**src/rtl/instr_sequencer.sv**
```systemverilog
// Multi-cycle FETCH/DECODE/EXEC/MEM/WB sequencer for the 16-bit, 4-bit-opcode core.
// Define SEQ_PERF_CNT_EN to add the saturating cycle_cnt / instr_cnt performance counters.
module instr_sequencer #(
  parameter int          PC_W     = 8,
  parameter int unsigned RESET_PC = 0,
  parameter int          CNT_W    = 32
) (
  input  logic            clk,
  input  logic            rst,
  input  logic            start,
  output logic [PC_W-1:0] imem_addr,
  output logic            imem_req,
  input  logic            imem_ack,
  input  logic [15:0]     imem_rdata,
  output logic            dmem_req,
  input  logic            dmem_ack,
  output logic [15:0]     instr,
  output logic            mem_op,
  output logic            mem_write_en,
  output logic            mem_to_reg,
  output logic            reg_write_en,
  output logic [1:0]      alu_sel,
  output logic            busy,
  output logic            halted,
  output logic            illegal,
  output logic            retired
`ifdef SEQ_PERF_CNT_EN
  ,
  output logic [CNT_W-1:0] cycle_cnt,
  output logic [CNT_W-1:0] instr_cnt
`endif
);

  typedef enum logic [2:0] {
    S_IDLE, S_FETCH, S_DECODE, S_EXEC, S_MEM, S_WB, S_HALT
  } state_t;

  localparam logic [3:0] OP_LOAD  = 4'h0;
  localparam logic [3:0] OP_STORE = 4'h1;
  localparam logic [3:0] OP_ADD   = 4'h2;
  localparam logic [3:0] OP_SUB   = 4'h3;
  localparam logic [3:0] OP_LS    = 4'h4;
  localparam logic [3:0] OP_CMP   = 4'h5;
  localparam logic [3:0] OP_HALT  = 4'hF;

  if (PC_W < 1 || CNT_W < 1) begin : g_bad_param
    $error("instr_sequencer: PC_W and CNT_W must be at least 1");
  end

  state_t          state_reg, state_next;
  logic [PC_W-1:0] pc_reg;
  logic [15:0]     instr_reg;
  logic [3:0]      opcode;
  logic            imem_req_reg, dmem_req_reg, mem_op_reg, mem_write_en_reg;
  logic            mem_to_reg_reg, reg_write_en_reg, busy_reg, halted_reg;
  logic            illegal_reg, retired_reg;
  logic [1:0]      alu_sel_reg, alu_sel_next;
  logic            illegal_next, retire_next, fetch_done;

  assign opcode     = instr_reg[3:0];
  assign fetch_done = (state_reg == S_FETCH) && imem_req_reg && imem_ack;

  always_comb begin
    state_next   = state_reg;
    illegal_next = 1'b0;
    retire_next  = 1'b0;
    case (state_reg)
      S_IDLE:  if (start) state_next = S_FETCH;
      S_FETCH: if (fetch_done) state_next = S_DECODE;
      S_DECODE: begin
        case (opcode)
          OP_LOAD, OP_STORE:              state_next = S_MEM;
          OP_ADD, OP_SUB, OP_LS, OP_CMP:  state_next = S_EXEC;
          OP_HALT: begin
            state_next  = S_HALT;
            retire_next = 1'b1;
          end
          default: begin
            state_next   = S_FETCH;
            illegal_next = 1'b1;
            retire_next  = 1'b1;
          end
        endcase
      end
      S_EXEC: state_next = S_WB;
      S_MEM: begin
        if (dmem_req_reg && dmem_ack) begin
          if (opcode == OP_LOAD) begin
            state_next = S_WB;
          end else begin
            state_next  = S_FETCH;
            retire_next = 1'b1;
          end
        end
      end
      S_WB:    state_next = S_FETCH;
      S_HALT:  if (start) state_next = S_FETCH;
      default: state_next = S_IDLE;
    endcase
  end

  always_comb begin
    alu_sel_next = 2'b00;
    case (opcode)
      OP_SUB:  alu_sel_next = 2'b01;
      OP_LS:   alu_sel_next = 2'b10;
      OP_CMP:  alu_sel_next = 2'b11;
      default: alu_sel_next = 2'b00;
    endcase
  end

  // Outputs are registered from state_next so they line up with the state they describe.
  always_ff @(posedge clk) begin
    if (rst) begin
      state_reg        <= S_IDLE;
      pc_reg           <= PC_W'(RESET_PC);
      instr_reg        <= '0;
      imem_req_reg     <= 1'b0;
      dmem_req_reg     <= 1'b0;
      mem_op_reg       <= 1'b0;
      mem_write_en_reg <= 1'b0;
      mem_to_reg_reg   <= 1'b0;
      reg_write_en_reg <= 1'b0;
      alu_sel_reg      <= 2'b00;
      busy_reg         <= 1'b0;
      halted_reg       <= 1'b0;
      illegal_reg      <= 1'b0;
      retired_reg      <= 1'b0;
    end else begin
      state_reg <= state_next;
      if (fetch_done) begin
        instr_reg <= imem_rdata;
        pc_reg    <= pc_reg + 1'b1;
      end
      imem_req_reg     <= (state_next == S_FETCH);
      dmem_req_reg     <= (state_next == S_MEM);
      mem_op_reg       <= (state_next == S_MEM);
      mem_write_en_reg <= (state_next == S_MEM) && (opcode == OP_STORE);
      mem_to_reg_reg   <= ((state_next == S_MEM) || (state_next == S_WB)) && (opcode == OP_LOAD);
      reg_write_en_reg <= (state_next == S_WB);
      if (state_next == S_EXEC) alu_sel_reg <= alu_sel_next;
      busy_reg         <= (state_next != S_IDLE) && (state_next != S_HALT);
      halted_reg       <= (state_next == S_HALT);
      illegal_reg      <= illegal_next;
      retired_reg      <= retire_next || (state_next == S_WB);
    end
  end

  assign imem_addr    = pc_reg;
  assign imem_req     = imem_req_reg;
  assign dmem_req     = dmem_req_reg;
  assign instr        = instr_reg;
  assign mem_op       = mem_op_reg;
  assign mem_write_en = mem_write_en_reg;
  assign mem_to_reg   = mem_to_reg_reg;
  assign reg_write_en = reg_write_en_reg;
  assign alu_sel      = alu_sel_reg;
  assign busy         = busy_reg;
  assign halted       = halted_reg;
  assign illegal      = illegal_reg;
  assign retired      = retired_reg;

`ifdef SEQ_PERF_CNT_EN
  logic [CNT_W-1:0] cycle_cnt_reg, instr_cnt_reg;

  // Both counters stick at all-ones rather than wrapping.
  always_ff @(posedge clk) begin
    if (rst) begin
      cycle_cnt_reg <= '0;
      instr_cnt_reg <= '0;
    end else begin
      if (busy_reg && !(&cycle_cnt_reg))    cycle_cnt_reg <= cycle_cnt_reg + 1'b1;
      if (retired_reg && !(&instr_cnt_reg)) instr_cnt_reg <= instr_cnt_reg + 1'b1;
    end
  end

  assign cycle_cnt = cycle_cnt_reg;
  assign instr_cnt = instr_cnt_reg;
`endif

endmodule
```
**config.mk**
```make
export PLATFORM = sky130hd
export DESIGN_NAME = instr_sequencer
export DESIGN_NICKNAME = d
export VERILOG_FILES = /design/src/rtl/instr_sequencer.sv
export SDC_FILE = /design/constraint.sdc
export NUM_CORES = 1
export LEC_CHECK = 0
export CORE_AREA = 2 2 66 68
export DETAILED_ROUTE_END_ITERATION = 6
export DIE_AREA = 0 0 68 70
export PLACE_DENSITY = 0.85
export SLEW_MARGIN = 20
export SYNTH_ARGS = -nofsm -noshare
export SYNTH_HDL_FRONTEND = slang
export SYNTH_SLANG_ARGS = --single-unit
```
**constraint.sdc**
```tcl
create_clock -name clk -period 2.05 [get_ports clk]
set_clock_uncertainty 0.15 [all_clocks]
set_input_delay 0.41 -clock clk [delete_from_list [all_inputs] [get_ports clk]]
set_output_delay 0.41 -clock clk [all_outputs]
set_load 0.01 [all_outputs]
```
After elaboration in Yosys (flattened, before gate mapping)
Index checks and enable logic that the tools add are counted.
{"block": "word_totals", "regBits": 38, "input_bits": 21, "output_inout_bits": 36, "word_cells": 62}
{"block": "op_classes", "add_sub_neg": 1, "eq_ne": 18, "n_mux": 12, "bitwise_logic": 1, "n_reduce_logical": 17}
{"operator": "$eq A3 B3 Y1 const B", "count": 6}
{"operator": "$pmux W3 S6", "count": 1}
{"operator": "$mux W3", "count": 4}
{"operator": "$eq A3 B2 Y1 const B", "count": 3}
{"operator": "$pmux W3 S3", "count": 1}
{"operator": "$add A8 B1 Y8 const B", "count": 1}
{"operator": "$eq A4 B2 Y1 const B", "count": 2}
{"operator": "$eq A4 B3 Y1 const B", "count": 2}
{"operator": "$reduce_or A7 Y1", "count": 1}
{"operator": "$eq A3 B1 Y1 const B", "count": 2}
{"operator": "$logic_and A1 B1 Y1", "count": 6}
{"operator": "$pmux W2 S3", "count": 1}
{"operator": "$reduce_or A2 Y1", "count": 3}
{"operator": "$reduce_or A6 Y1", "count": 1}
{"operator": "$eq A4 B1 Y1 const B", "count": 1}
{"operator": "$eq A4 B4 Y1 const B", "count": 1}
{"operator": "$logic_not A4 Y1", "count": 1}
{"operator": "$mux W1", "count": 4}
{"operator": "$reduce_or A4 Y1", "count": 1}
{"operator": "$logic_not A3 Y1", "count": 1}
{"operator": "$ne A3 B3 Y1 const B", "count": 1}
{"operator": "$reduce_bool A3 Y1", "count": 1}
{"operator": "$logic_or A1 B1 Y1", "count": 2}
{"operator": "$pmux W1 S2", "count": 1}
{"operator": "$not A1 Y1", "count": 1}

Logic depth before layout (Yosys ltp)
{"block": "logic_depth", "depth_word": 8, "mapped_depth": 7}

Worst setup path after synthesis
Ideal clock, no wire load.
{"block": "synth_timing", "kind": "reg-to-reg", "from": "reg instr_reg[3] (netlist: instr[3])", "to": "reg mem_write_en_reg (netlist: mem_write_en)", "setup_time_ns": 0.074, "arrival_ns": 1.903, "slack_ns": -0.077, "path_stages_with_launch": 7, "n_path_buf": 1, "path_cell_list": "dfxtp_1 buf_6 or4_1 or3b_1 a32oi_2 or3b_4 nor3_2"}
{"block": "synth_via", "elab_chain_len": 6}
{"item": "start, declared", "line": "52", "rtl": "logic [15:0] instr_reg;"}
{"item": "start signal, assigned", "line": "132", "rtl": "instr_reg <= imem_rdata;"}
{"item": "$eq A4 B3 Y1, or another cell as far along", "line": "71", "rtl": "case (opcode)"}
{"item": "$reduce_or A4 Y1, or another cell as far along", "line": "71"}
{"item": "$pmux W3 S3 / $mux W3 (equally long branches)", "line": "71, 87"}
{"item": "$pmux W3 S6", "line": "67", "rtl": "case (state_reg)"}
{"item": "$eq A3 B3 Y1", "line": "138", "rtl": "mem_write_en_reg <= (state_next == S_MEM) && (opcode == OP_STORE);"}
{"item": "$logic_and A1 B1 Y1 (*)", "line": "138"}
{"item": "end signal, assigned", "line": "138"}
{"item": "end, declared", "line": "54", "rtl": "logic imem_req_reg, dmem_req_reg, mem_op_reg, mem_write_en_reg;"}
Every way passes the cells marked *; elsewhere a longest branch is shown, timed or not.
A chain may end at the register's enable or synchronous reset.

Worst setup path in the final report
{"block": "layout_timing", "from": "reg instr_reg[0] (netlist: instr[0])", "to": "reg mem_write_en_reg (netlist: mem_write_en)"}
Same word-level chain as after synthesis.

==> results.ini <==
[run_status]
run_status = finished clean

[critical_path]
worstPathArrival_ps = 2090
cp_max_fo = 4
reg2reg_depth = 5
critPathLaunchType = flip-flop
cp-end-kind = flip-flop
required_ps = 2120
crit_type = reg2reg

[route]
viasPerCell = 4.95
drc_errors = 0
antenna_left = 0
routedWlPerCell_um = 13.1
vias = 1489
first_iter_violations = 177
routed_wl_mm = 3.94
dr.pass1.iters = 4

[sta]
max_slew.worst_pin.slew_ps = 442
worst_hold_slack_ps = 306
hold_viol_final = 0
slew_viol_final = 0
fin_crit_sh_pct = 98.2
setup_viol = 0
max_clock_freq_mhz = 497
rsz0062_at_grt = yes
slew_headroom_pct = 70.5
period_minus_slack_ps = 2010
setup_tns_ps = 0

[placed_design]
place_hpwl_mm = 2.75
placed_cell_area_um2 = 2230
place_congestion = 0.902
port_buffers = 56

[finish]
nets = 270
design_area_um2 = 2400
multi_input_area_um2 = 721
fillCellCount = 365
largest_reg_flops = 16
drive_above_1_share_pct = 14.1
area_growth_pct = 56.7
antenna_cells = 0
seqCellArea_um2 = 763
fin_util_pct = 57.9

[die]
die_y_um = 70
fp.dieW_um = 68
start_util_pct = 36.9
core-area_um2 = 4140
row_count = 24
io_pins = 57
fp.dieArea_um2 = 4760

[synthesis]
synthArstFlopShare_pct = 0
synth_area_leaders = dfxtp_1, nand2_1, a21oi_1
synth.avg_cell_area_um2 = 8.50
synth_edf_count = 0
synth_warnings = 0
synth_top_cell_by_area = dfxtp_1
netlist_area_um2 = 1530
ys.flop_type = dfxtp_1
synth_seq_area_share_pct = 49.7
ys_ff_latch = 38
synth_nets = 202
yosysUniqueCellTypes = 34
syn_inst = 180
yosysTopAreaCellShare_pct = 49.7

[run]
cap_violations = 0

[power]
p_leak_uw = 0.000858
p_per_area_nw_per_um2 = 710
ir_worst_vdd_mv = 0.350

[clocking]
cts.path.max_buffers = 2
clkTransAtPathRegs_ps = 80
clock_latency_ps = 290
ctsRootBufferMaster = clkbuf_8
cts_made_buffers = 5
cts_tree = done
cts_max_level = 2
clock-sinks = 38
postCtsHoldBufs = 0

[grt]
grt_pass1_wl_mm = 6.27
antenna_found_initial = 0
grt-ovfl-total = 0
grt_pass1_vias = 1346
grt_start_max_net_pins = 22
grt_usage_pct = 17.3

[worst_hold_path]
hold_class = reg2reg
min_path_cells = 2

[area by class of cell]
cell class / instances / share of cell area [%]
flip-flops and latches: 38 / 31.8
multi-input cells: 128 / 30.0
repair buffers: 74 / 29.5
clock buffers: 5 / 2.87
clock inverters: 3 / 2.87
well taps: 52 / 2.71
inverters: 1 / 0.156
[routing by layer]
metal	routed length (um)	global-route usage (%)	share of wire, %
met2	1980	28.5	50
met3	240	5.48	6.1
met1	1690	20.8	43
met4	30	6.22	0.76
met5	0	0	0
[kinds of logic (layout without fill, tap and decap cells)]
| kind of cell | after synthesis | in the layout | synth area share [%] |
|---|---|---|---|
| flip-flops | 38 | 38 | 49.7 |
| adder cells (fa/ha/maj) | 1 | 1 | 0.818 |
| AO/OA/AOI/OAI | 34 | 34 | 13.6 |
| AND/OR/NAND/NOR | 84 | 84 | 25.8 |
| buffers and inverters | 14 | 83 | 4.91 |
| XOR/XNOR | 9 | 9 | 5.15 |
[layout by cell type, fill, tap and decap left out, types with 2 or more instances in the layout]
cell type	Yosys	routed
nor2b_1	2	2
nand2b_1	2	2
dfxtp_2	0	2
xor2_1	5	5
a21oi_1	22	22
buf_4	2	17
and3_1	2	2
o21ai_0	3	3
dfxtp_1	38	36
nand4b_1	3	3
bufinv_16	0	2
nand3_1	3	3
nand4_1	3	3
clkbuf_8	0	5
or3b_4	1	2
nand2_1	40	40
clkdlybuf4s50_1	0	56
xnor2_1	4	4
nor3_1	2	2
nor2_1	19	18
[power breakdown]
part | internal, uW | switching, uW
Sequential | 753 | 12.6
Clock | 488 | 274
Combinational | 98.6 | 76.5
Total | 1340 | 364
[final timing paths]
check,from,endpoint,slack [ps]
worst max-delay path,instr[0]$_SDFFE_PP0P_,mem_write_en$_SDFF_PP0_,40
worst min-delay path,instr[10]$_SDFFE_PP0P_,instr[10]$_SDFFE_PP0P_,310
worst min register to register,instr[10]$_SDFFE_PP0P_,instr[10]$_SDFFE_PP0P_,310
worst max register to register,instr[0]$_SDFFE_PP0P_,mem_write_en$_SDFF_PP0_,40
[through the flow]
step | cells | setup slack [ps] | power, uW
after detailed placement | 291 | -84.4 | 952
after global placement | 291 | -80.1 | 948
after global routing | 301 | -25.0 | 1760
after CTS | 299 | 9.52 | 1710
after floorplan | 180 | 7.61 | 853
final | 301 | 37.0 | 1700
[cells in the mapped netlist, types with 2 or more instances]
master,count
nand4_1,3
buf_6,2
nand2b_1,2
nand3_1,3
nor4_1,2
xnor2_1,4
a21oi_1,22
clkbuf_1,9
nor3_1,2
dfxtp_1,38
and3_1,2
nand4b_1,3
nor2_1,19
buf_4,2
o21ai_0,3
nand2_1,40
nor2b_1,2
or3b_1,2
xor2_1,5
[worst max-delay path, cell delays in order (launching register included)]
cell     delay, ps
dfxtp_2        320
or4_4          550
or3b_4         270
a32oi_4        110
or3b_4         450
nor3_2         110
[timing repair]
action | CTS | global route
hold endpoints to repair | 0 | 0
setup endpoints to repair | 0 | 4
gates resized for setup | 0 | 4
setup buffers | 0 | 2
(Power assumes the default switching activity.)
